===== src/rtl/chan_scan_seq_pkg.sv =====
// chan_scan_pkg: shared widths and FSM state codes for the channel scan sequencer
// ports: none (package)
package chan_scan_pkg;
  localparam int N_CH = 8;
  localparam int SEL_W = 3;
  localparam int DWELL_W = 8;
  localparam int GAP_W = 4;
  typedef logic [1:0] state_t;
  localparam state_t ST_IDLE = 2'd0;
  localparam state_t ST_GRANT = 2'd1;
  localparam state_t ST_GAP = 2'd2;
endpackage


===== src/rtl/chan_scan_seq_if.sv =====
// chan_scan_seq_if: request/grant bundle between scan controller and decoder driver
// signals: run, req (controller -> sequencer); sel, sel_en, last, busy (sequencer -> decoder)
interface chan_scan_seq_if;
  import chan_scan_pkg::*;
  logic run;
  logic [N_CH-1:0] req;
  logic [SEL_W-1:0] sel;
  logic sel_en;
  logic last;
  logic busy;
  modport master (output run, req, input sel, sel_en, last, busy);
  modport slave (input run, req, output sel, sel_en, last, busy);
endinterface


===== src/rtl/chan_scan_seq_rr_pick.sv =====
// rr_pick: combinational round-robin picker, first request at or after ptr with wrap
// ports: req, ptr in; idx (picked channel), valid (any request) out
module rr_pick
  import chan_scan_pkg::*;
(
  input  logic [N_CH-1:0]  req,
  input  logic [SEL_W-1:0] ptr,
  output logic [SEL_W-1:0] idx,
  output logic             valid
);
  logic [SEL_W-1:0] c;
  // scan farthest-first so the nearest requester to ptr wins
  always_comb begin
    idx = '0;
    c = '0;
    for (int k = N_CH - 1; k >= 0; k--) begin
      c = ptr + SEL_W'(k);
      if (req[c]) idx = c;
    end
  end
  assign valid = |req;
endmodule


===== src/rtl/chan_scan_seq.sv =====
// chan_scan_seq: round-robin channel scan sequencer with dwell time and break-before-make gap
// ports: clk, rst_n (async active-low), bus (slave: run, req in; sel, sel_en, last, busy out)
module chan_scan_seq
  import chan_scan_pkg::*;
#(
  parameter int DWELL = 4,
  parameter int GAP = 1
) (
  input logic clk,
  input logic rst_n,
  chan_scan_seq_if.slave bus
);
  localparam logic [DWELL_W-1:0] DWELL_LD = DWELL_W'(DWELL - 1);
  localparam logic [DWELL_W-1:0] GAP_LD = DWELL_W'(GAP > 0 ? GAP - 1 : 0);
  state_t state_q, state_d;
  logic [SEL_W-1:0] sel_q, sel_d, ptr_q, ptr_d, pick_ptr, pick_idx;
  logic [DWELL_W-1:0] cnt_q, cnt_d;
  logic sel_en_q, sel_en_d, last_q, last_d, busy_q, busy_d;
  logic pick_valid, start, grant_end;
  // a grant ending with no gap re-arbitrates from the pointer it is about to store
  assign pick_ptr = (state_q == ST_GRANT) ? sel_q + 1'b1 : ptr_q;
  rr_pick u_pick (.req(bus.req), .ptr(pick_ptr), .idx(pick_idx), .valid(pick_valid));
  assign start = bus.run && pick_valid;
  assign grant_end = cnt_q == '0 || !bus.req[sel_q] || !bus.run;
  always_comb begin
    state_d = state_q;
    sel_d = sel_q;
    cnt_d = cnt_q;
    ptr_d = ptr_q;
    case (state_q)
      ST_GRANT:
        if (!grant_end) cnt_d = cnt_q - 1'b1;
        else begin
          ptr_d = pick_ptr;
          state_d = GAP > 0 ? ST_GAP : start ? ST_GRANT : ST_IDLE;
          cnt_d = GAP > 0 ? GAP_LD : DWELL_LD;
          sel_d = (GAP == 0 && start) ? pick_idx : sel_q;
        end
      ST_GAP:
        if (cnt_q != '0) cnt_d = cnt_q - 1'b1;
        else begin
          state_d = start ? ST_GRANT : ST_IDLE;
          sel_d = start ? pick_idx : sel_q;
          cnt_d = DWELL_LD;
        end
      default:
        if (start) begin
          state_d = ST_GRANT;
          sel_d = pick_idx;
          cnt_d = DWELL_LD;
        end
    endcase
    sel_en_d = state_d == ST_GRANT;
    busy_d = state_d != ST_IDLE;
    last_d = sel_en_d && cnt_d == '0;
  end
  always_ff @(posedge clk or negedge rst_n)
    if (!rst_n) begin
      state_q <= ST_IDLE;
      sel_q <= '0;
      ptr_q <= '0;
      cnt_q <= '0;
      sel_en_q <= 1'b0;
      last_q <= 1'b0;
      busy_q <= 1'b0;
    end else begin
      state_q <= state_d;
      sel_q <= sel_d;
      ptr_q <= ptr_d;
      cnt_q <= cnt_d;
      sel_en_q <= sel_en_d;
      last_q <= last_d;
      busy_q <= busy_d;
    end
  assign bus.sel = sel_q;
  assign bus.sel_en = sel_en_q;
  assign bus.last = last_q;
  assign bus.busy = busy_q;
endmodule


===== src/flat_wrapper.sv =====
// flat-port wrapper written by rule: the top's interface ports become plain ports
module chan_scan_seq_flat import chan_scan_pkg::*;
#(
  parameter int DWELL = 4,
  parameter int GAP = 1
)
  (clk, rst_n, bus_run, bus_req, bus_sel, bus_sel_en, bus_last, bus_busy);
  chan_scan_seq_if bus_i ();
  input logic clk;
  input logic rst_n;
  input wire logic [$bits(bus_i.run)-1:0] bus_run;
  input wire logic [$bits(bus_i.req)-1:0] bus_req;
  output wire logic [$bits(bus_i.sel)-1:0] bus_sel;
  output wire logic [$bits(bus_i.sel_en)-1:0] bus_sel_en;
  output wire logic [$bits(bus_i.last)-1:0] bus_last;
  output wire logic [$bits(bus_i.busy)-1:0] bus_busy;
  assign bus_i.run = bus_run;
  assign bus_i.req = bus_req;
  assign bus_sel = bus_i.sel;
  assign bus_sel_en = bus_i.sel_en;
  assign bus_last = bus_i.last;
  assign bus_busy = bus_i.busy;
  chan_scan_seq #(.DWELL(DWELL), .GAP(GAP)) u_core (.clk(clk), .rst_n(rst_n), .bus(bus_i));
endmodule

===== config.mk =====
export PLATFORM = sky130hd
export DESIGN_NAME = chan_scan_seq_flat
export DESIGN_NICKNAME = d
export VERILOG_FILES = /design/src/rtl/chan_scan_seq_pkg.sv /design/src/rtl/chan_scan_seq_if.sv /design/src/rtl/chan_scan_seq_rr_pick.sv /design/src/rtl/chan_scan_seq.sv /design/src/flat_wrapper.sv
export SDC_FILE = /design/constraint.sdc
export NUM_CORES = 1
export LEC_CHECK = 0
export CORE_MARGIN = 2
export CORE_UTILIZATION = 59
export DETAILED_ROUTE_END_ITERATION = 8
export MAX_ROUTING_LAYER = met4
export PLACE_DENSITY_LB_ADDON = 0.05
export REMOVE_ABC_BUFFERS = 1
export SYNTH_ARGS = -nofsm -noshare
export SYNTH_HDL_FRONTEND = slang
export SYNTH_SLANG_ARGS = --single-unit

===== constraint.sdc =====
create_clock -name clk -period 7.7 [get_ports clk]
set_input_delay 1.155 -clock clk [delete_from_list [all_inputs] [get_ports clk]]
set_output_delay 1.155 -clock clk [all_outputs]
set_load 0.005 [all_outputs]

==> impl_metrics.toml <==
[setup_path]
critPathRequiredTime_ns = 7.88
timing.setup.critical_path_class = "reg -> reg"
data_arrival_time_of_the_critical_path_ns = 3.86
critPathSlowestCell = "sky130_fd_sc_hd__xnor2_1"
cp_slowest_stage_delay_ns = 0.58
sequence_of_cells_on_the_critical_path = "ha_1 -> nor2b_1 -> nor2_4 -> inv_2 -> ha_1 -> xnor2_1 -> mux2i_1 -> mux2_2 -> o31a_1 -> o21ai_0 -> a21oi_1"
critPathMaxFanout = 18
reg2regPathDepth = 11
worst_setup_path_end_kind = "register"
cp_common_cell = "sky130_fd_sc_hd__ha_1"
critical_path.startpoint_type = "register"

[grt]
global_route.usage.total = 0.291
overflow = 0
antenna_found_initial = 0
grt_pass1_wl_microns = 8890
grt_start_max_net_pins = 23
via_count_of_the_first_global_routing_pass = 1813

[floorplanning]
chipWidth_microns = 62.6
floorplan.die_area_sq_um = 3920
floorplan.initialDensity = 0.612
floorplan.die.height_microns = 62.6
boundaryPins = 17
row_count = 21
design.core.area_sq_um = 3310

[timing]
fmax_ghz = 0.271
post-route-period-util = 0.478
timing.hold.ws_ns = 0.494
setup_tns_ns = 0
setup_slack_ns = 4.02
finalWorstPathRequiredPeriod_ns = 3.68
drv_slew = 0
slew_at_the_pin_closest_to_its_max_slew_limit_ns = 0.856
relative_slew_margins = 0.429
rsz_0062_raised_after_global_routing = "no"
clock_skew_ns = 0.00278
timing.final.setup_violations = 0
report.final.hold_viol_count = 0

[clock_tree]
cts_max_path_buffers = 2
clkSlewWorstSetupHoldPaths_ns = 0.10
cts_tree = "done"
cts.htree.levels = 1
hold_bufs_at_cts = 0
number_of_clock_sinks = 19
post_cts_setup_repair_buffer_count = 0
postCtsResizedCells = 0
clock_latency_ns = 0.29
cts_root_buffer = "sky130_fd_sc_hd__clkbuf_4"
tritoncts.num_buffers = 3

[logic_synthesis]
postSynthRegisterBits = 19
synth-async-reset-ratio = 1.00
netlist_instances = 258
netlist.top_cell.by_area = "sky130_fd_sc_hd__dfrtp_1"
synth_edf_count = 0
yosysTopAreaCellShare = 0.235
syn-cell-area_sq_um = 2030
ys_seq_area_frac = 0.235
synth_ff_type = "sky130_fd_sc_hd__dfrtp_1"
yosys_warnings = 0
syn-mean-instance-area_sq_um = 7.85
ys_types = 52
synth.top_cells.by_area = "sky130_fd_sc_hd__dfrtp_1, sky130_fd_sc_hd__mux2i_1, sky130_fd_sc_hd__nand2_1, sky130_fd_sc_hd__a21oi_1, sky130_fd_sc_hd__mux4_2"

[routing]
vias_per_cell = 6.48
vias = 2022
detailedRoute.firstPassIterationCount = 6
antenna_violating_nets_post_route = 0
wire_per_inst_microns = 17.1
violation_count_after_the_first_detailed_route_iteration = 179
wl_microns = 5330
drc_errors = 0

[cells_and_area]
post_route_cells_drive_above_1_share = 0.0940
finish.net_count = 284
syn_to_final_growth_pct = 9.94
antenna-diode-count = 0

[outcome]
run_status = "finished, final reports clean"

[placement]
place_ws_ns = 3.75
place.gp.congestion = 1.00
detailedPlacementHpwl_microns = 4070
portBuffers = 16

[hold_path]
hold_class = "reg -> reg"
hold_depth = 2

[job]
maxCapViolations = 0
## kinds of logic after synthesis
| logic type | share of synthesized area |
|---|---|
| buffers and inverters | 0.0544 |
| xor gates and xnor gates | 0.0216 |
| AOI/OAI and AO/OA | 0.274 |
| DFF | 0.235 |
| muxes | 0.153 |
| and+or+nand+nor | 0.226 |
| adders and majority gates | 0.0371 |
## placed cells by master, fill, tap and decap left out, types with 7 or more instances in the layout
| master | count |
|---|---|
| sky130_fd_sc_hd__nand2_1 | 34 |
| sky130_fd_sc_hd__a21oi_1 | 22 |
| sky130_fd_sc_hd__dfrtp_1 | 19 |
| sky130_fd_sc_hd__nor2_1 | 17 |
| sky130_fd_sc_hd__o21ai_0 | 17 |
| sky130_fd_sc_hd__mux2i_1 | 16 |
| sky130_fd_sc_hd__clkdlybuf4s50_1 | 16 |
| sky130_fd_sc_hd__inv_1 | 13 |
| sky130_fd_sc_hd__nor3_1 | 9 |
| sky130_fd_sc_hd__a211oi_1 | 9 |
| sky130_fd_sc_hd__nand3_1 | 7 |
## final cells by class
cell class	count	area, sq um
clock buffers	4	26.3
fillers	304	1080
inverters	15	56.3
multi-input cells	211	1440
flip-flops and latches	19	475
well taps	46	57.6
repair buffers	17	168
## critical path: cells and delay by family, from the launching register on
kind / cells / cell delay (ns)
AND/OR/NAND/NOR: 2 / 0.60
adder cells (fa/ha/maj): 2 / 0.59
XOR/XNOR: 1 / 0.58
AO/OA/AOI/OAI: 3 / 0.56
multiplexers: 2 / 0.53
flip-flops: 1 / 0.44
buffers and inverters: 1 / 0.26
## metal layers
layer,global-route usage,up-vias,wire [microns]
met3,0.0523,13,467
li1,-,975,-
met1,0.427,938,2540
met2,0.423,96,2240
met5,-,-,0
met4,0.0556,0,82
## synth_stat cells (4+ instances only)
cell type	number
sky130_fd_sc_hd__a211oi_1	9
sky130_fd_sc_hd__a21oi_1	22
sky130_fd_sc_hd__buf_2	4
sky130_fd_sc_hd__clkbuf_1	8
sky130_fd_sc_hd__dfrtp_1	19
sky130_fd_sc_hd__ha_1	6
sky130_fd_sc_hd__inv_1	13
sky130_fd_sc_hd__mux2i_1	17
sky130_fd_sc_hd__mux4_2	4
sky130_fd_sc_hd__nand2_1	34
sky130_fd_sc_hd__nand2b_1	5
sky130_fd_sc_hd__nand3_1	7
sky130_fd_sc_hd__nor2_1	17
sky130_fd_sc_hd__nor2b_1	5
sky130_fd_sc_hd__nor3_1	9
sky130_fd_sc_hd__o21ai_0	17
sky130_fd_sc_hd__xnor2_1	4
## through the flow
| stage | utilization | std cells | instance area [sq um] |
|---|---|---|---|
| finish | 0.673 | 312 | 2230 |
| global route | 0.673 | 312 | 2230 |
| CTS | 0.673 | 312 | 2230 |
| detailed placement | 0.665 | 308 | 2200 |
| global placement | 0.665 | 308 | 2200 |
| floorplan | - | 245 | 1970 |
## sequential cells by signal, indices dropped and copies added, names as in the netlist
| name | flops |
|---|---|
| u_core.bus.busy | 1 |
| u_core.bus.last | 1 |
| u_core.bus.sel | 3 |
| u_core.bus.sel_en | 1 |
| u_core.cnt_q | 8 |
| u_core.ptr_q | 3 |
| u_core.state_q | 2 |
## final timing paths
path	start	to	slack [ns]
max	u_core.state_q[0]	u_core.bus.sel[1]	4.02
min	u_core.ptr_q[2]	u_core.ptr_q[2]	0.49
max reg2reg	u_core.state_q[0]	u_core.bus.sel[1]	4.02
min reg2reg	u_core.ptr_q[2]	u_core.ptr_q[2]	0.49
max in group asynchronous	rst_n	u_core.bus.sel[1]	5.87
min in group asynchronous	rst_n	u_core.bus.last	1.32
Power is not shown: default switching activity piles up to over one toggle a cycle in this logic, so the estimate is an artifact.
==> RTL edit 1 (same settings) <==
Set the package constant `SEL_W` to 2 (it was 3).
--- a/src/rtl/chan_scan_seq_pkg.sv
+++ b/src/rtl/chan_scan_seq_pkg.sv
@@ -3,5 +3,5 @@
 package chan_scan_pkg;
   localparam int N_CH = 8;
-  localparam int SEL_W = 3;
+  localparam int SEL_W = 2;
   localparam int DWELL_W = 8;
   localparam int GAP_W = 4;
Ports: changed (resized bus_sel); port bits go from 17 to 16. No check against the original RTL was run, so the function may have changed too.
==> RTL edit 1 against the unedited design <==
Sequential cell count down 2; wire length down 50%; non-clock buffer count down 1; cell area shrank 36%; setup slack better by 0.46 ns; synthesized area decreased by 39%; via count down 46%; largest cell class unchanged.
==> RTL edit 1: results (changes against the unedited design) <==
* Grt ovf at 0 (unchanged)
* Diode count at 0 (unchanged)
* First-pass GRT wire length at 4609 um (-48%)
* Critical path data arrival time at 3.41 ns (-0.45 ns)
* Filler Cell Count at 169 (-44%)
* Total GRT Usage at 24.70% (-4.4 points)
* Met3 Resource Use GR at 3.030% (-2.2 points)
* Share of layout cells above drive strength 1 at 12.24% (+2.8 points)
* Met1 Use GR at 33.27% (-9.4 points)
* Count of cell types in the netlist at 46 (-12%)
* Setup Skew at 0.0008995 ns (-0.001882 ns)
* Peak VDD IR at 254.2 uV
* Most frequent cells after synthesis: 17 x dfrtp_1, 12 x o21ai_0, 11 x inv_1
* Met2 GRT Util at 39.78% (-2.6 points)
* CTS root buffer: clkbuf_4
* Routed Antenna Nets at 0 (unchanged)
* Routability cong. at 0.9169 (-8.4%)
* Layout Nets at 163 (-43%)
* Least-Margin Pin Slew at 0.7723 ns (-0.08356 ns)
* Hold Path Depth at 2 (unchanged)
* Status: finished clean
* Dpl hpwl at 2045 um (-50%)
* Seq/Total Area, Yosys at 34.38% (+11 points)
* DRT Pass-1 Iters at 4 (-2)
* Synth area leaders: dfrtp_1 34%, o21ai_0 4.9%, ha_1 4.0%, mux2i_1 4.0%, mux2_2 3.6%
* IO Port Bufs at 15 (-1)
* CTS Buffer Depth at 2 (unchanged)
* Number of global-route vias before repair at 1012 (-44%)
* Worst r2r path cells at 5 (-6)
* DR iter-0 viols at 43 (-76%)
* Worst Path Max Fanout at 7 (-11)
* Resized cells post-CTS at 0 (unchanged)
* Reg2reg setup slack at 4.97 ns (+0.95 ns)
* Routed vias/inst at 6.316 (-2.5%)
* Largest net degree at the start of global routing at 18 (-22%)
* Post-Route WL at 2658 um (-50%)
-- RTL edit 1: cell types whose count changed in the layout (fill, tap and decap cells not counted), moves of 4 or more --
cell	before	now
nor2_1	17	6
nand2_1	34	9
o21ai_0	17	12
a211oi_1	9	1
a21oi_1	22	4
nor3_1	9	2
mux2i_1	16	5
xnor2_1	4	0
nor2b_1	5	0
nand3_1	7	2
mux4_2	4	0
-- RTL edit 1: through the flow --
step	instances	hold slack (ns)	area (um2)	utilization (%)	setup WS, ns
3_3_place_gp	170	0.4718	1400	71.36	4.259
3_5_place_dp	170	0.4861	1400	71.36	4.187
5_1_grt	174	0.5569	1428	72.77	4.363
4_1_cts	174	0.5114	1428	72.77	4.504
2_1_floorplan	127	0.4492	1209	-	4.645
6_report	174	0.5092	1428	72.77	4.477
-- RTL edit 1: logic make-up (layout without fill, tap and decap cells) --
kind of cell | count (synthesis) | in the layout | share of synthesized area (%)
compound gates | 40 | 40 | 24.77
xor+xnor | 1 | 1 | 0.7079
fa+ha+maj | 4 | 4 | 4.045
buf+inv | 18 | 31 | 5.663
flops | 17 | 17 | 34.38
mux | 9 | 9 | 7.684
simple gates | 45 | 45 | 22.75
-- RTL edit 1: power breakdown --
| part | switching (W) | internal (W) |
|---|---|---|
| Combinational | 0.000210 | 0.000192 |
| Sequential | 0.0000395 | 0.000127 |
| Clock | 0.0000293 | 0.0000193 |
| Total | 0.000278 | 0.000338 |
-- RTL edit 1: worst paths after layout --
kind | start | endpoint
worst min register to register | u_core.ptr_q[0] | u_core.ptr_q[0]
max in group asynchronous | rst_n | u_core.ptr_q[1]
min in group asynchronous | rst_n | u_core.cnt_q[7]
worst min-delay path | u_core.ptr_q[0] | u_core.ptr_q[0]
worst max-delay path | bus_req[1] | u_core.bus.last
worst max register to register | u_core.cnt_q[5] | u_core.bus.sel[0]
-- RTL edit 1: final cells by class --
class | instances | share of cell area (%)
sequential | 17 | 29.80
inverter | 11 | 2.892
clock buffer | 3 | 1.578
timing repair buffer | 16 | 11.04
clock inverter | 1 | 0.3506
tap | 27 | 2.366
multi-input combinational | 99 | 51.97
-- RTL edit 1: worst max-delay path, cell delays in order --
cell and delay (ns):
clkdlybuf4s50_1 0.48, or4_1 0.52, o21ai_1 0.37, nand2_1 0.26, a221oi_1 0.36, nor4b_2 0.08
and4_1 0.19
-- RTL edit 1: layer usage --
metal / vias up / wire (um)
li1: 527 / -
met1: 531 / 1222
met2: 37 / 1259
met3: 4 / 152
met4: 0 / 23
met5: - / 0
==> RTL edit 2 (same settings) <==
Made on the original files. Reset style: synchronous (`rst_n`), changed in one clocked block. Comments in the files are not updated.
--- a/src/rtl/chan_scan_seq.sv
+++ b/src/rtl/chan_scan_seq.sv
@@ -55,5 +55,5 @@
     last_d = sel_en_d && cnt_d == '0;
   end
-  always_ff @(posedge clk or negedge rst_n)
+  always_ff @(posedge clk)
     if (!rst_n) begin
       state_q <= ST_IDLE;
Behaviour: differs if rst_n is asserted again (counterexample within 4 cycles, from zero or initial values and one cycle with rst_n low); with rst_n held inactive, the same outputs for 10 cycles.
==> RTL edit 2 against the unedited design <==
Clock skew up 0.00073 ns; setup slack improved by 0.0051 ns; synthesized area rose by 11%; maximum frequency up 0.14%; cell area increased by 8.4%; core utilization fell by 1.3 points; wire length is 8.2% higher; sequential cell count did not move.
==> RTL edit 2: results (changes against the unedited design) <==
* Clk_lat worst skew at 0.26 ns (-0.03 ns)
* DR vias at 2198 (+8.7%)
* Crit path max-delay cell type: xnor2_2
* Avg WL per Cell at 16.77 um (-1.9%)
* Logic inverters at 15 (unchanged)
* Routed vias/inst at 6.390 (-1.4%)
* Status: finished clean
* Fraction of synthesized area in multiplexers at 16.32% (+1.1 points)
* Placeable Area at 3661 um2 (+11%)
* Detail Route met3 WL at 428 um (-8.4%)
* Clock-pin slew on the worst setup and hold paths at 0.08 ns (-0.02 ns)
* Met3 Resource Use GR at 5.822% (+0.60 points)
* Dpl hpwl at 4373 um (+7.4%)
* Share of layout cells above drive strength 1 at 8.784% (-0.61 points)
* CP top delay family: compound AO/OA/AOI/OAI gates
* Setup Skew at 0.003510 ns (+0.0007290 ns)
* DRT Pass-1 Iters at 4 (-2)
* Multi-input logic area at 1699 um2 (+18%)
* Worst setup startpoint: u_core.state_q[1]
* Post-Synth XOR/XNOR Area at 3.074% (+0.91 points)
* Async set-reset flop share out of synthesis at 0% (-100 points)
* Compound-Gate Fraction of Synth Area at 28.06% (+0.70 points)
* Placed standard-cell area at 2366 um2 (+7.5%)
* Largest net degree at the start of global routing at 24 (+4.3%)
* Seq cells at 19 (unchanged)
* CTS root buffer: clkbuf_8
* Placed Instances at 340 (+10%)
* Top FF cell, synth: dfxtp_1
* Worst Path Max Fanout at 23 (+5)
* Register area at 380.4 um2 (-20%)
* Max incr delay on CP at 0.47 ns (-0.11 ns)
* Fmax at 271.8 MHz (+0.14%)
* Slew HR at 44.71% (+1.8 points)
* DR iter-0 viols at 256 (+43%)
* Seq/total area at 15.75% (-5.6 points)
* Critical path data arrival time at 3.87 ns (about the same)
* #MultiIn Comb at 241 (+14%)
* Total GRT Usage at 30.69% (+1.6 points)
* Met1 Use GR at 45.14% (+2.5 points)
* Synth Area in Adders at 4.472% (+0.77 points)
* Worst r2r path cells at 12 (+1)
* Layout Nets at 316 (+11%)
* Filler Cell Count at 345 (+13%)
* Count of cell types in the netlist at 66 (+27%)
* Routability cong. at 0.9454 (-5.5%)
* WL met2 at 2399 um (+7.1%)
* LEAKAGE at between 0.9 and 1 nW
* M1 wire length at 2839 um (+12%)
## RTL edit 2: cell types whose count changed in the layout (fill, tap and decap cells not counted), moves of 4 or more
cell	before	now
o21ai_0	17	21
and2_1	2	6
mux2i_1	16	20
dfxtp_1	0	19
nand2_1	34	27
dfrtp_1	19	0
nor2_1	17	26
## RTL edit 2: worst min-delay path by stage
stage,from,slack [ns],to,cells after the start
2_1_floorplan,u_core.cnt_q[6],0.44,u_core.cnt_q[6],2
3_3_place_gp,u_core.cnt_q[6],0.47,u_core.cnt_q[6],2
3_5_place_dp,u_core.cnt_q[6],0.47,u_core.cnt_q[6],2
4_1_cts,u_core.cnt_q[6],0.49,u_core.cnt_q[6],2
5_1_grt,u_core.cnt_q[6],0.53,u_core.cnt_q[6],2
6_report,u_core.cnt_q[6],0.49,u_core.cnt_q[6],2
